### config.mk
export PLATFORM = sky130hd
export DESIGN_NAME = load_store_unit
export DESIGN_NICKNAME = d
export VERILOG_FILES = /design/src/rtl/riscv_pkg.sv /design/src/rtl/lsu_align.sv /design/src/rtl/load_store_unit.sv
export SDC_FILE = /design/constraint.sdc
export NUM_CORES = 1
export LEC_CHECK = 0
export ABC_AREA = 1
export BUFFER_PORTS_ARGS = -buffer_cell sky130_fd_sc_hd__buf_4
export CORE_MARGIN = 3
export CORE_UTILIZATION = 25
export CTS_CLUSTER_SIZE = 20
export DETAILED_ROUTE_END_ITERATION = 16
export PLACE_DENSITY_LB_ADDON = 0.1
export SLEW_MARGIN = 20
export SYNTH_ARGS = -nofsm -noshare
export SYNTH_HDL_FRONTEND = slang
export SYNTH_HIERARCHICAL = 1
export SYNTH_SLANG_ARGS = --single-unit
### constraint.sdc
create_clock -name clk -period 3.2 [get_ports clk]
set_clock_uncertainty 0.15 [all_clocks]
set_input_delay 0.32 -clock clk [delete_from_list [all_inputs] [get_ports clk]]
set_output_delay 0.32 -clock clk [all_outputs]
set_load 0.005 [all_outputs]
### src/rtl/riscv_pkg.sv
// riscv_pkg: shared definitions for the load/store path.
//   - funct3 width/sign codes used on ls_sel
//   - bus byte-enable width
//   - LSU FSM state type
//   - helpers for access size decode and misalignment detection
package riscv_pkg;

  localparam logic [2:0] LS_B  = 3'b000;
  localparam logic [2:0] LS_H  = 3'b001;
  localparam logic [2:0] LS_W  = 3'b010;
  localparam logic [2:0] LS_BU = 3'b100;
  localparam logic [2:0] LS_HU = 3'b101;

  localparam int BE_W = 4;

  typedef enum logic [1:0] {
    IDLE   = 2'd0,
    ACCESS = 2'd1,
    DONE   = 2'd2
  } lsu_state_t;

  typedef enum logic [1:0] {
    SZ_B = 2'd0,
    SZ_H = 2'd1,
    SZ_W = 2'd2
  } lsu_size_t;

  // Unsupported codes (011, 110, 111) fall through to word.
  function automatic lsu_size_t ls_size(input logic [2:0] sel);
    case (sel)
      LS_B, LS_BU: return SZ_B;
      LS_H, LS_HU: return SZ_H;
      default:     return SZ_W;
    endcase
  endfunction

  function automatic logic ls_misaligned(input logic [2:0] sel, input logic [1:0] off);
    case (ls_size(sel))
      SZ_B:    return 1'b0;
      SZ_H:    return off[0];
      default: return (off != 2'b00);
    endcase
  endfunction

endpackage

### src/rtl/lsu_align.sv
// lsu_align: combinational lane logic between the core and the word bus.
// Ports:
//   st_sel, st_off, st_data -> be, lanes : byte enables and store data
//                                           replicated across all lanes
//   ld_sel, ld_off, ld_word -> ld_data   : load lane extraction with sign
//                                           (B/H) or zero (BU/HU) extension
// The store and load sides take separate select/offset inputs so the load
// side can use values captured at the start of the access.
module lsu_align
  import riscv_pkg::*;
(
  input  logic [2:0]      st_sel,
  input  logic [1:0]      st_off,
  input  logic [31:0]     st_data,
  output logic [BE_W-1:0] be,
  output logic [31:0]     lanes,
  input  logic [2:0]      ld_sel,
  input  logic [1:0]      ld_off,
  input  logic [31:0]     ld_word,
  output logic [31:0]     ld_data
);

  logic [7:0]  ld_byte;
  logic [15:0] ld_half;

  always_comb begin
    be    = 4'b1111;
    lanes = st_data;
    case (ls_size(st_sel))
      SZ_B: begin
        be    = 4'b0001 << st_off;
        lanes = {4{st_data[7:0]}};
      end
      SZ_H: begin
        be    = 4'b0011 << st_off;
        lanes = {2{st_data[15:0]}};
      end
      default: begin
        be    = 4'b1111;
        lanes = st_data;
      end
    endcase
  end

  always_comb begin
    ld_byte = ld_word[7:0];
    case (ld_off)
      2'd0:    ld_byte = ld_word[7:0];
      2'd1:    ld_byte = ld_word[15:8];
      2'd2:    ld_byte = ld_word[23:16];
      default: ld_byte = ld_word[31:24];
    endcase
    // Halfwords are aligned here, so only off[1] picks the lane.
    ld_half = ld_off[1] ? ld_word[31:16] : ld_word[15:0];

    ld_data = ld_word;
    case (ld_sel)
      LS_B:    ld_data = {{24{ld_byte[7]}}, ld_byte};
      LS_BU:   ld_data = {24'd0, ld_byte};
      LS_H:    ld_data = {{16{ld_half[15]}}, ld_half};
      LS_HU:   ld_data = {16'd0, ld_half};
      default: ld_data = ld_word;
    endcase
  end

endmodule

### src/rtl/load_store_unit.sv
// load_store_unit: bridges core load/store requests onto a valid/ready word bus.
// Ports:
//   clk, rst          clock, async active-high reset
//   req, we, ls_sel   core request, store flag, funct3 width/sign code
//   addr, wdata       byte address, store data
//   rdata             formatted load result (valid in DONE, held until next capture)
//   stall             freezes PC / regfile write while an aligned access is pending
//   misalign, timeout one-cycle event flags
//   bus_*             word bus master side
// Optional: define LSU_TIMEOUT_EN to enable a watchdog that aborts an access
// after TIMEOUT cycles in ACCESS without bus_ready.
//
// state  | meaning
// IDLE   | waiting for req; aligned req launches the bus access
// ACCESS | bus_valid high, bus fields held until bus_ready (or watchdog expiry)
// DONE   | rdata valid, stall released; back to IDLE next cycle
module load_store_unit
  import riscv_pkg::*;
#(
  parameter int unsigned TIMEOUT = 255
) (
  input  logic            clk,
  input  logic            rst,
  input  logic            req,
  input  logic            we,
  input  logic [2:0]      ls_sel,
  input  logic [31:0]     addr,
  input  logic [31:0]     wdata,
  output logic [31:0]     rdata,
  output logic            stall,
  output logic            misalign,
  output logic            timeout,
  output logic            bus_valid,
  output logic            bus_we,
  output logic [31:0]     bus_addr,
  output logic [BE_W-1:0] bus_be,
  output logic [31:0]     bus_wdata,
  input  logic            bus_ready,
  input  logic [31:0]     bus_rdata
);

  lsu_state_t state, state_nx;

  logic            misaligned;
  logic            access_start;
  logic            expired;
  logic [2:0]      ld_sel_q;
  logic [1:0]      ld_off_q;
  logic [BE_W-1:0] be_c;
  logic [31:0]     lanes_c;
  logic [31:0]     ld_data_c;

  assign misaligned   = ls_misaligned(ls_sel, addr[1:0]);
  assign stall        = req && (state != DONE) && !misaligned;
  assign access_start = (state == IDLE) && req && !misaligned;

  lsu_align u_align (
    .st_sel  (ls_sel),
    .st_off  (addr[1:0]),
    .st_data (wdata),
    .be      (be_c),
    .lanes   (lanes_c),
    .ld_sel  (ld_sel_q),
    .ld_off  (ld_off_q),
    .ld_word (bus_rdata),
    .ld_data (ld_data_c)
  );

`ifdef LSU_TIMEOUT_EN
  localparam int WDOG_W = (TIMEOUT > 1) ? $clog2(TIMEOUT) : 1;

  // Down-counter loaded with TIMEOUT-1 on launch; reaching zero in ACCESS
  // without bus_ready means TIMEOUT access cycles have elapsed.
  logic [WDOG_W-1:0] wdog;

  assign expired = (state == ACCESS) && !bus_ready && (wdog == '0);

  always_ff @(posedge clk or posedge rst) begin
    if (rst) begin
      wdog    <= '0;
      timeout <= 1'b0;
    end else begin
      timeout <= expired;
      if (access_start) begin
        wdog <= WDOG_W'(TIMEOUT - 1);
      end else if ((state == ACCESS) && (wdog != '0)) begin
        wdog <= wdog - 1'b1;
      end
    end
  end
`else
  assign expired = 1'b0;
  // Without the watchdog TIMEOUT has no effect; it is folded into a constant 0.
  assign timeout = 1'b0 & (TIMEOUT != 0);
`endif

  always_ff @(posedge clk or posedge rst) begin
    if (rst) begin
      state <= IDLE;
    end else begin
      state <= state_nx;
    end
  end

  always_comb begin
    state_nx = state;
    case (state)
      IDLE:    if (access_start) state_nx = ACCESS;
      ACCESS:  if (bus_ready || expired) state_nx = DONE;
      DONE:    state_nx = IDLE;
      default: state_nx = IDLE;
    endcase
  end

  always_ff @(posedge clk or posedge rst) begin
    if (rst) begin
      bus_valid <= 1'b0;
      bus_we    <= 1'b0;
      bus_addr  <= '0;
      bus_be    <= '0;
      bus_wdata <= '0;
      rdata     <= '0;
      misalign  <= 1'b0;
      ld_sel_q  <= LS_W;
      ld_off_q  <= 2'b00;
    end else begin
      misalign <= (state == IDLE) && req && misaligned;
      case (state)
        IDLE: begin
          if (access_start) begin
            bus_valid <= 1'b1;
            bus_we    <= we;
            bus_addr  <= {addr[31:2], 2'b00};
            bus_be    <= be_c;
            bus_wdata <= lanes_c;
            ld_sel_q  <= ls_sel;
            ld_off_q  <= addr[1:0];
          end else if (req && misaligned) begin
            rdata <= '0;
          end
        end
        ACCESS: begin
          if (bus_ready) begin
            bus_valid <= 1'b0;
            if (!bus_we) rdata <= ld_data_c;
          end else if (expired) begin
            bus_valid <= 1'b0;
            rdata     <= '0;
          end
        end
        default: ;
      endcase
    end
  end

endmodule

=== After elaboration in Yosys (flattened, before gate mapping) ===
Cells that the tools add are included.

* Bits of input ports: 104
* ROM bits: 0
* Memories kept: 0
* Flip-flop bits (word level): 108
* Bits in latches: 0
* Memory bits (writable): 0

* Reduce and logical (&&, ||, !) cells: 20
* $add $sub $neg: 0
* Shift-type cells: 2
* Muxes and demuxes: 18
* $mul: 0
* Equal/unequal tests: 16
* Order comparisons: 0
* Bitwise logic cells: 0
* Divide/modulo/power cells: 0

{| class="wikitable"
|+ Operators by type and width
! kind !! number
|-
| $mux 32 || 4
|-
| $pmux 32 s2 || 2
|-
| $pmux 32 s4 || 1
|-
| $pmux 8 s3 || 1
|-
| $mux 16 || 1
|-
| $eq 3x3->1 const B || 4
|-
| $ne 2x2->1 const B || 5
|-
| $pmux 2 s2 || 2
|-
| $pmux 4 s2 || 1
|-
| $eq 2x1->1 const B || 3
|-
| $eq 3x1->1 const B || 2
|-
| $logic_and 1x1->1 || 6
|-
| $logic_not 2->1 || 3
|-
| $logic_not 3->1 || 2
|-
| $reduce_and 5->1 || 1
|-
| $mux 2 || 2
|-
| $pmux 1 s2 || 2
|-
| $reduce_and 2->1 || 2
|-
| $reduce_bool 2->1 || 2
|-
| $reduce_or 2->1 || 2
|-
| $shl 1x2->4 const A || 1
|-
| $shl 2x2->4 const A || 1
|-
| $reduce_and 3->1 || 1
|-
| $eq 2x2->1 const B || 1
|-
| other kinds (3) || 4
|}

=== Depth between registers and ports, before layout ===
* Depth after elaboration: 9
* Depth in mapped cells: 11
* Gate-level depth less buffers: 10

=== Cells and area by module ===
Netlist, hierarchy kept.

{| class="wikitable"
|+ By module, submodules not included
! module !! seq. area each (um^2) !! area an instance (um^2) !! cells an instance !! times used
|-
| load_store_unit || 2703.8 || 4652.0 || 547 || 1
|-
| lsu_align || 0.0 || 1420.1 || 279 || 1
|}

=== Least setup slack after synthesis ===
No wires, ideal clock.

* Path type: register to register
* Start point: reg ld_sel_q[1]
* End point: reg rdata[27]
* Arrival: 1408 ps
* Buffers on the path: 2
* Slack: 1525 ps
* Library setup time: 117 ps
* Cell stages (with the launch flop): 12
* Cell sequence: dfstp_2 buf_2 inv_2 nand2_2 nor2_1 nand3_2 buf_6 nand3_2 inv_1 nor2_1 nand2_1 nand2_1

* Longest elaborated chain between the ends: 5
* Elaborated cells between the ends (all ways): 8
* Those cells by class: eq/ne (3); mux (4); reduce/logical (1)

{| class="wikitable"
|+ Ends and longest elaborated chain
! element !! line !! RTL
|-
| start, declared || load_store_unit.sv:47 || <nowiki>logic [2:0] ld_sel_q;</nowiki>
|-
| start signal, assigned || load_store_unit.sv:136 || <nowiki>ld_sel_q <= ls_sel;</nowiki>
|-
| $eq 3x3->1 (tied with other cells) || lsu_align.sv:57 || <nowiki>case (ld_sel)</nowiki>
|-
| $pmux 32 s4 * || lsu_align.sv:57 ||
|-
| net ld_data_c[27] || load_store_unit.sv:51 || <nowiki>logic [31:0] ld_data_c;</nowiki>
|-
| $mux 32 * || load_store_unit.sv:145 || <nowiki>if (!bus_we) rdata <= ld_data_c;</nowiki>
|-
| $mux 32 * || load_store_unit.sv:143 || <nowiki>if (bus_ready) begin</nowiki>
|-
| $pmux 32 s2 * || load_store_unit.sv:128 || <nowiki>case (state)</nowiki>
|-
| end signal, assigned || load_store_unit.sv:145 ||
|-
| end, declared || load_store_unit.sv:29 || <nowiki>output logic [31:0] rdata,</nowiki>
|}

The timed path passes the listed nets; every way through them passes the cells marked *. The select of a mux whose other input is x is not followed.
A chain may end at the register's enable or synchronous reset.

=== Worst setup path after layout ===
* Start point: reg ld_off_q[1]
* End point: reg rdata[13]

* Longest elaborated chain between the ends: 6
* Elaborated cells between the ends (all ways): 9
* Those cells by class: eq/ne (2); mux (6); reduce/logical (1)

{| class="wikitable"
|+ Ends and longest elaborated chain
! element !! line !! RTL
|-
| start, declared || load_store_unit.sv:48 || <nowiki>logic [1:0] ld_off_q;</nowiki>
|-
| start signal, assigned || load_store_unit.sv:137 || <nowiki>ld_off_q <= addr[1:0];</nowiki>
|-
| $eq 2x2->1 (tied with other cells) || lsu_align.sv:47 || <nowiki>case (ld_off)</nowiki>
|-
| $pmux 8 s3 || lsu_align.sv:47 ||
|-
| $pmux 32 s4 * || lsu_align.sv:57 ||
|-
| net ld_data_c[13] || load_store_unit.sv:51 ||
|-
| $mux 32 * || load_store_unit.sv:145 ||
|-
| $mux 32 * || load_store_unit.sv:143 ||
|-
| $pmux 32 s2 * || load_store_unit.sv:128 ||
|}

Marks and branches as above.

==> impl_metrics.csv <==
group,metric,value,unit
worst_setup_path,cp_top_family,"simple AND/OR/NAND/NOR gates",
sta,setup_viol,0,
power,vdd_ir_drop_max,0.000235,V
worst_setup_path,cp.arrival,2.45,ns
floorplan,core_area,23700,um^2
floorplan,dieArea,26200,um^2
sta,hold_ws,0.0379,ns
synthesis,ys_seq_area_frac,0.445,
drt,first_pass_iters,5,
finish,drive_gt1_frac,0.281,
drt,drc,0,
clock_network,cts.path.max_buffers,2,
sta,fmax,433,MHz
worst_setup_path,r2r-start,"ld_off_q[1]",
place,pre_cts_ws,0.909,ns
global_routing,grt_start_max_net_pins,67,
global_routing,grt_first_pass_wirelength,32.9,mm
sta,period_share,0.721,
clock_network,clk_pin_slew,0.08,ns
sta,setup_slack,0.892,ns
sta,max_slew_margin,0.413,
drt,wirelength,20.9,mm
synthesis,yosys_warnings,6,
sta,worstMarginPinSlew,0.877,ns
clock_network,cts_resized,0,
place,hpwl,14.8,mm
worst_setup_path,cp_num_cells,10,
clock_network,cts_hold_buf,2,
synthesis,syn-mean-instance-area,7.35,um^2
worst_setup_path,cp.required,3.34,ns
worst_setup_path,slowest_stage,"dfrtp_1",
min_path,hp-start,"addr[7]",
clock_network,clk_latency,0.35,ns
clock_network,root_buffer,"clkbuf_16",
synthesis,synth_compound_area_frac,0.0492,
synthesis,synth_commonest_cells,"329 x nand2_1, 129 x nand3_1, 107 x dfrtp_1",
drt,drtAntennaViolNets,0,
floorplan,die_y,162,um
global_routing,overflow,0,
clock_network,post-cts-setup-buffer-count,0,
place,gp_congestion,0.871,
synthesis,synth_seq_cells,108,
finish,syn_to_final_growth,32.6,%
worst_setup_path,cp_max_fo,24,
place,post_dp_cell_area,7710,um^2
synthesis,synth_top_area_frac,0.441,
sta,slew_violations,0,
synthesis,synth_top_family_by_area,"simple AND/OR/NAND/NOR gates",
clock_network,h-tree-depth,3,
synthesis,yosys.area_share.simple,0.399,
synthesis,synth_mux_area_frac,0,
min_path,min_delay_worst_endpoint,"bus_addr[7]",
clock_network,cts_tree,"built",
synthesis,yosysUniqueCellTypes,26,
power,leakagePower,0.00453,uW
outcome,outcome,"finished, final reports clean",
synthesis,synthArstFlopShare,1.00,
floorplan,ios,209,
global_routing,antenna_found_initial,0,
worst_setup_path,cpMostUsedCell,"nand2_1",
min_path,holdPathStages,3,
drt,drt-vias-per-instance,4.46,
place,io_buffers,205,
synthesis,synth-edff-count,0,
synthesis,synth_ff_type,"dfrtp_1",
worst_setup_path,cp_cell_sequence,"inv_1 -> nand2_1 -> nand2_1 -> nand3_1 -> nand3_4 -> nand3_1 -> inv_1 -> nor2_1 -> nand2_1 -> nand2_1",
floorplan,floorplan.rows,56,
clock_network,cts_num_sinks,108,
floorplan,die_x,162,um
global_routing,grt_pass1_vias,5922,
worst_setup_path,worstSetupStartpointType,"flop",
drt,drt_iter0_markers,312,
finish,utilization,0.340,
finish,fin_nets,1100,
floorplan,start_util,0.256,
synthesis,synth_area_leaders,"dfrtp_1 44%, nand2_1 20%, nand3_1 11%",
synthesis,synth_fa_ha_area_frac,0,
sta,min_period,2.31,ns
flow_run,cap_violations,0,
worst_setup_path,path_buf_inv,2,
synthesis,yosysMostFrequentCell,"nand2_1",
drt,via_count,5893,
drt,avgRoutedWirePerCell,15.8,um
sta,rsz0062_at_grt,"no",
sta,hold_viol,0,
global_routing,track_usage,0.158,
finish,antennaDiodeCount,0,
clock_network,cts_buffers,9,
worst_setup_path,slowest_delay,0.56,ns
min_path,hp-class,"primary input to flop",
synthesis,postSynthCellCount,826,
worst_setup_path,ff2ff_path_depth,10,
finish,fillers,2656,
synthesis,yosys.area.top_type,"dfrtp_1",
worst_setup_path,rrSetupSlack,0.89,ns
power,power_density,674,nW/um^2
worst_setup_path,crit_type,"flop to flop",
finish,fin_area,8050,um^2
synthesis,synth_xor_area_frac,0,
worst_setup_path,end_kind,"flop",
synthesis,synth_area,6070,um^2
worst_setup_path,r2r_end,"rdata[13]",
sta,tns,0,ns
power breakdown:
group | internal, uW | switching, uW | total (uW)
combinational | 977 | 1150 | 2130
sequential | 1760 | 281 | 2040
clock | 692 | 564 | 1260
total | 3430 | 2000 | 5430
layout make-up:
cell class                      instances  area (um^2)  area share
Clock inverter                          7         97.6      0.0121
Multi-Input combinational cell        597         2730       0.339
Timing Repair Buffer                  218         1650       0.205
Tap cell                              319          399      0.0496
Inverter                               62          239      0.0297
Sequential cell                       108         2700       0.336
Clock buffer                            9          225      0.0280
per-layer routing:
| metal | vias to the layer above | global-route usage | routed length, um |
|---|---|---|---|
| met5 | - | 0 | 0 |
| met4 | 0 | 0.0450 | 314 |
| met3 | 17 | 0.0428 | 1600 |
| met2 | 188 | 0.253 | 9550 |
| met1 | 2754 | 0.211 | 9430 |
| li1 | 2934 | - | - |
worst min-delay path, delay by kind of cell:
family / cells / cell delay, ns
AND/OR/NAND/NOR: 2 / 0.12
buffers and inverters: 1 / 0.08
worst max path at each step:
stage	from	endpoint	slack (ns)
final	ld_off_q[1]	rdata[13]	0.89
after global routing	ld_off_q[1]	rdata[26]	0.63
after CTS	ld_off_q[1]	rdata[13]	0.88
after detailed placement	ld_off_q[1]	rdata[29]	0.91
after global placement	ld_off_q[1]	rdata[29]	0.91
after floorplan	rst	bus_addr[10]	1.43
cell families after synthesis:
group / after synthesis
AO/OA/AOI/OAI: 51
buffers and inverters: 123
flip-flops: 108
other: 1
AND/OR/NAND/NOR: 543
cells in the final DEF (no fill, tap or decap), types with 2 or more instances in the layout:
| cell type | n |
|---|---|
| nand2_1 | 329 |
| o21ai_0 | 30 |
| inv_2 | 5 |
| o211ai_1 | 13 |
| nand3_2 | 21 |
| clkbuf_16 | 9 |
| conb_1 | 3 |
| clkinvlp_4 | 3 |
| nand3_1 | 129 |
| nand2_2 | 11 |
| a21oi_1 | 7 |
| dfrtp_1 | 107 |
| inv_1 | 55 |
| nand3_4 | 2 |
| bufinv_16 | 2 |
| buf_4 | 215 |
| dlygate4sd3_1 | 2 |
| nand2_4 | 3 |
| nor2_1 | 45 |
| inv_6 | 2 |
sequential cells by signal, indices dropped and copies added, names as in the netlist:
| name | flops |
|---|---|
| bus_wdata | 32 |
| rdata | 32 |
| bus_addr | 30 |
| bus_be | 4 |
| ld_sel_q | 3 |
| ld_off_q | 2 |
| state | 2 |
| bus_valid | 1 |
| bus_we | 1 |
| misalign | 1 |
metrics by stage:
step,std cells,power [uW]
detailed placement,1302,4240
global route,1320,5870
CTS,1320,5540
floorplan,828,3230
finish,1320,5430
global placement,1302,4240
No activity file was read; power rests on OpenSTA's default activity.
